`config.mk`:
```
export PLATFORM = sky130hd
export DESIGN_NAME = calc_stage_pipe
export DESIGN_NICKNAME = d
export VERILOG_FILES = /design/src/rtl/calc_stage_pipe.sv
export SDC_FILE = /design/constraint.sdc
export NUM_CORES = 1
export LEC_CHECK = 0
export CAP_MARGIN = 20
export CORE_AREA = 2 2 109 121
export CTS_CLUSTER_SIZE = 30
export DETAILED_ROUTE_END_ITERATION = 6
export DIE_AREA = 0 0 111 123
export DONT_BUFFER_PORTS = 1
export PLACE_DENSITY_LB_ADDON = 0.08
export SLEW_MARGIN = 40
export SYNTH_ARGS = -nofsm -noshare
export SYNTH_HDL_FRONTEND = slang
export SYNTH_SLANG_ARGS = --single-unit
export TNS_END_PERCENT = 30
```
`constraint.sdc`:
```
create_clock -name clk -period 1.8 [get_ports clk]
set_input_delay 0.36 -clock clk [delete_from_list [all_inputs] [get_ports clk]]
set_output_delay 0.36 -clock clk [all_outputs]
set_load 0.005 [all_outputs]
```
`src/rtl/calc_stage_pipe.sv`:
```
// Elastic DEPTH-stage pipeline carrying NUM_CH data channels plus a tag, with
// valid/ready handshaking, bubble collapsing, synchronous flush and occupancy.
module calc_stage_pipe #(
  parameter int ENGINE_DATA_WIDTH = 25,
  parameter int NUM_CH            = 2,
  parameter int DEPTH             = 2,
  parameter int TAG_WIDTH         = 8
) (
  input  logic                                clk,
  input  logic                                reset,
  input  logic                                flush,
  input  logic                                in_valid,
  output logic                                in_ready,
  input  logic [NUM_CH*ENGINE_DATA_WIDTH-1:0] in_data,
  input  logic [TAG_WIDTH-1:0]                in_tag,
  output logic                                out_valid,
  input  logic                                out_ready,
  output logic [NUM_CH*ENGINE_DATA_WIDTH-1:0] out_data,
  output logic [TAG_WIDTH-1:0]                out_tag,
  output logic [$clog2(DEPTH+1)-1:0]          occupancy
);

  localparam int DW = NUM_CH * ENGINE_DATA_WIDTH;
  localparam int OW = $clog2(DEPTH + 1);

  logic [DEPTH-1:0]     v;
  logic [DEPTH-1:0]     adv;
  logic [DEPTH-1:0]     load;
  logic [DEPTH-1:0]     v_nxt;
  logic [DW-1:0]        d [DEPTH];
  logic [TAG_WIDTH-1:0] t [DEPTH];
  logic                 in_fire;
  logic [OW-1:0]        occ_nxt;

  // A stage advances when the output drains or any stage above it is empty;
  // this is the unrolled form of the recursive bubble-collapse rule.
  always_comb begin : adv_calc
    logic hole;
    // NOTE: every combinational output gets a default first so no path leaves it unassigned (no latch).
    hole = 1'b0;
    adv  = '0;
    for (int k = 0; k < DEPTH; k++) begin
      hole = 1'b0;
      for (int j = k + 1; j < DEPTH; j++) begin
        hole = hole | ~v[j];
      end
      adv[k] = v[k] & (out_ready | hole);
    end
  end

  assign in_ready = ~flush & (~v[0] | adv[0]);
  assign in_fire  = in_valid & in_ready;

  always_comb begin
    load    = '0;
    v_nxt   = '0;
    occ_nxt = '0;
    load[0] = in_fire;
    for (int k = 1; k < DEPTH; k++) begin
      load[k] = adv[k-1];
    end
    // Flush wins over every transfer; the output handshake still completes.
    for (int k = 0; k < DEPTH; k++) begin
      v_nxt[k] = ~flush & (load[k] | (v[k] & ~adv[k]));
    end
    for (int k = 0; k < DEPTH; k++) begin
      occ_nxt = occ_nxt + OW'(v_nxt[k]);
    end
  end

  always_ff @(posedge clk or negedge reset) begin
    if (!reset) begin
      v         <= '0;
      occupancy <= '0;
      // NOTE: data/tag registers are reset too because out_data/out_tag must read 0 during reset.
      for (int k = 0; k < DEPTH; k++) begin
        d[k] <= '0;
        t[k] <= '0;
      end
    end else begin
      // NOTE: sequential state uses non-blocking assignments so every stage samples pre-edge values.
      v         <= v_nxt;
      occupancy <= occ_nxt;
      if (load[0]) begin
        d[0] <= in_data;
        t[0] <= in_tag;
      end
      for (int k = 1; k < DEPTH; k++) begin
        if (load[k]) begin
          d[k] <= d[k-1];
          t[k] <= t[k-1];
        end
      end
    end
  end

  assign out_valid = v[DEPTH-1];
  assign out_data  = d[DEPTH-1];
  assign out_tag   = t[DEPTH-1];

endmodule

```
# Word level (Yosys, flattened, before mapping)
# Cells that the tools add are included.
# Widths: inputs -> output; s select.
# totals
inputBits	63
out_inout_bits	62
word_cells	24
regBits	120
# classes
bitwise_logic	17
add_sub_neg	1
# ops
operator	n
$and 1x1->1	8
$not 1->1	5
$or 1x1->1	4
$add 1x1->2	1

# Logic depth before layout (Yosys ltp)
# logic_depth
ltp_word	9
depth_mapped	5
depth_no_buf	4

# Worst setup path before layout
# No wires, ideal clock.
# synth_timing
kind	flip-flop to flip-flop
from	reg v[0]
to	reg d[86] (netlist name)
arrival_ns	1.436
setup_ns	0.127
period_less_slack_ns	1.564
slack_ns	0.236
t_required_ns	1.673
stages_incl_launch_ff	6
path_buffers	2
cell_sequence	dfrtp_1 and3b_1 nor3b_2 buf_4 buf_6 mux2_1
# synth_via
elab_chain_cells	4
elab_cells_between_ends	5
cone_classes	bitwise: 5
# synth_lines
item	line	rtl
start, declared	26	logic [DEPTH-1:0] v;
start signal, assigned	82	v <= v_nxt;
$and 1x1->1 or $not 1->1 (tied branches)	47, 51	
$or 1x1->1 (*)	51	assign in_ready = ~flush & (~v[0] | adv[0]);
$and 1x1->1 (*)	51	
$and 1x1->1 (*)	52	assign in_fire = in_valid & in_ready;
end signal, assigned by index	90	d[k] <= d[k-1];
end, declared	30	logic [DW-1:0] d [DEPTH];
# Every way passes the cells marked *; elsewhere a longest branch is shown, timed or not.
# A chain may end at the register's enable or synchronous reset.

# Final worst setup path
# layout_timing
from	reg v[0]
to	reg d[50] (netlist name)
# The elaborated chain is that of the path after synthesis.

==> flow_metrics.env <==
export IMPL_status="complete, but fails checks"
export IMPL_violations="hold timing"
export IMPL_ant_nets=0
export IMPL_syn_cell_area_sq_mm=0.00489
export IMPL_hold_class="input pin to asynchronous set/reset pin"
export IMPL_ys_types=12
export IMPL_syn_nets=380
export IMPL_ys_seq_area_share_pct=61.4
export IMPL_cp_start_kind="flop"
export IMPL_cts_root_buf="clkbuf_16"
export IMPL_clock_skew_ps=5.57
export IMPL_avgSynthCellArea_sq_um=15.5
export IMPL_crit_required_ps=2090
export IMPL_numCtsBuffers=17
export IMPL_dp_slack_ps=83.8
export IMPL_netlist_area_leader_share_pct=61.4
export IMPL_hpwlAfterDp_mm=5.12
export IMPL_final_common_cell="dfrtp_1"
export IMPL_wirelength_mm=8.20
export IMPL_drive_gt1_share_pct=45.7
export IMPL_placedCellCount=408
export IMPL_route_detailed_drc=0
export IMPL_place_area_sq_mm=0.00467
export IMPL_start_util_pct=39.3
export IMPL_yosysWarnings=0
export IMPL_cts_tree="built"
export IMPL_setup_viol=0
export IMPL_critical_path_arrival_ps=2000
export IMPL_mostFrequentLayoutCells="dfrtp_1 (120), mux2_2 (96), mux2_1 (20), clkbuf_16 (17), clkbuf_8 (8)"
export IMPL_maxCapViolations=0
export IMPL_holdWs_ps=-357
export IMPL_track_usage_pct=13.1
export IMPL_grt_setup_unrepaired="false"
export IMPL_fin_util_pct=42.1
export IMPL_antenna_found_initial=0
export IMPL_avgRoutedWirePerCell_um=18.7
export IMPL_worstMarginPinSlew_ps=310
export IMPL_grt_max_degree=121
export IMPL_antenna_cells=0
export IMPL_die_h_um=123
export IMPL_insertion_delay_ps=410
export IMPL_rows=43
export IMPL_finalSetupTns_ps=0
export IMPL_viasPerCell=4.92
export IMPL_final_cells=439
export IMPL_syn_inst=316
export IMPL_synth_seq_cells=120
export IMPL_cpLargestDelayFamily="simple AND/OR/NAND/NOR gates"
export IMPL_ir_worst_vdd_mv=0.583
export IMPL_grt_pass1_vias=2391
export IMPL_post_cts_resized=0
export IMPL_tritoncts_num_sinks=120
export IMPL_leakage_nw=2.24
export IMPL_crit_buf_inv=1
export IMPL_firstDrtPassIters=4
export IMPL_place_port_buffers=0
export IMPL_crit_path_end_kind="flop"
export IMPL_min_period_ps=1700
export IMPL_path_cells="and3b_1 > nor3b_4 > buf_4 > mux2_2"
export IMPL_num_io_pins=125
export IMPL_vias=2158
export IMPL_crit_slowest_cell="dfrtp_1"
export IMPL_grt_overflow=0
export IMPL_areaGrowthSynthToFinish_pct=6.88
export IMPL_cp_slowest_stage_delay_ps=400
export IMPL_synth_top_area_cell="dfrtp_1"
export IMPL_synth_area_top_cells="dfrtp_1 (61%), mux2_2 (22%), buf_4 (9.4%)"
export IMPL_fmax_mhz=587
export IMPL_finalMaxSlewViolations=0
export IMPL_fin_crit_sh_pct=94.7
export IMPL_path_class="flop to flop"
export IMPL_die_x_um=111
export IMPL_clkTransAtPathRegs_ps=50
export IMPL_htree_levels=4
export IMPL_grt_pass1_wl_mm=13.2
export IMPL_post_cts_buffers=0
export IMPL_stdcell_area_sq_mm=0.00523
export IMPL_power_density_mw_per_mm2=1410
export IMPL_hold_violations=120
export IMPL_crit_fanout=12
export IMPL_fin_ws_ps=95.6
export IMPL_drtIter0Drc=80
export IMPL_p_total_mw=7.39
export IMPL_die_area_sq_mm=0.0137
export IMPL_finalNetCount=334
export IMPL_coreArea_sq_mm=0.0124
export IMPL_slew_headroom_pct=79.3
export IMPL_place_congestion=0.718
export IMPL_cts_buffer_depth=2
==> power by group <==
part | switching, mW | total [mW] | internal (mW)
Clock | 1.09 | 3.13 | 2.04
Sequential | 0.372 | 3.63 | 3.26
Combinational | 0.186 | 0.627 | 0.441
==> registers in the layout (all words and copies together), names as in the netlist <==
register / cells
t: 8
out_data: 50
occupancy: 2
out_tag: 8
d: 50
v: 2
==> cell type report <==
type / count / area (sq um)
Fill cell: 1120 / 7200
Sequential cell: 120 / 3000
Multi-Input combinational cell: 126 / 1380
Clock buffer: 30 / 554
Tap cell: 157 / 196
Timing Repair Buffer: 5 / 87.6
Clock inverter: 1 / 5.00
==> worst register-to-register path, delay by kind of cell (launching register included) <==
kind	cells	cell delay, ps
simple gates	2	560
flops	1	400
mux	1	350
buf+inv	1	280
==> Yosys cell counts <==
master,n
nor3b_2,1
buf_4,61
buf_6,2
mux2_1,20
nor2b_1,1
mux2_2,96
nor2_1,5
nand2b_1,1
dfrtp_1,120
ha_1,1
buf_2,7
and3b_1,1
==> worst paths after layout <==
check | slack, ps | cells after the start | endpoint | start
worst max-delay path | 100 | 4 | d[50] | v[0]
worst min-delay path | -360 | 0 | d[83] | reset
worst max register to register | 100 | 4 | d[50] | v[0]
worst min register to register | 480 | 1 | d[96] | d[96]
max in group asynchronous | 2020 | 0 | d[53] | reset
min in group clk | 30 | 1 | v[0] | flush
==> routing by layer <==
metal	GRT usage (%)	share of wire [%]
met1	15.2	42
met2	18.5	45
met3	7.84	11
met4	8.20	2.2
met5	0	0
==> cell families (layout without fill, tap and decap cells) <==
family                     after synthesis  after routing  synth area share (%)
adders and majority gates                1              1                 0.256
DFF                                    120            120                  61.4
muxes                                  116            116                  26.7
buffers and inverters                   70             36                  10.5
and+or+nand+nor                          9              9                  1.07
No activity file was read; power rests on OpenSTA's default activity.
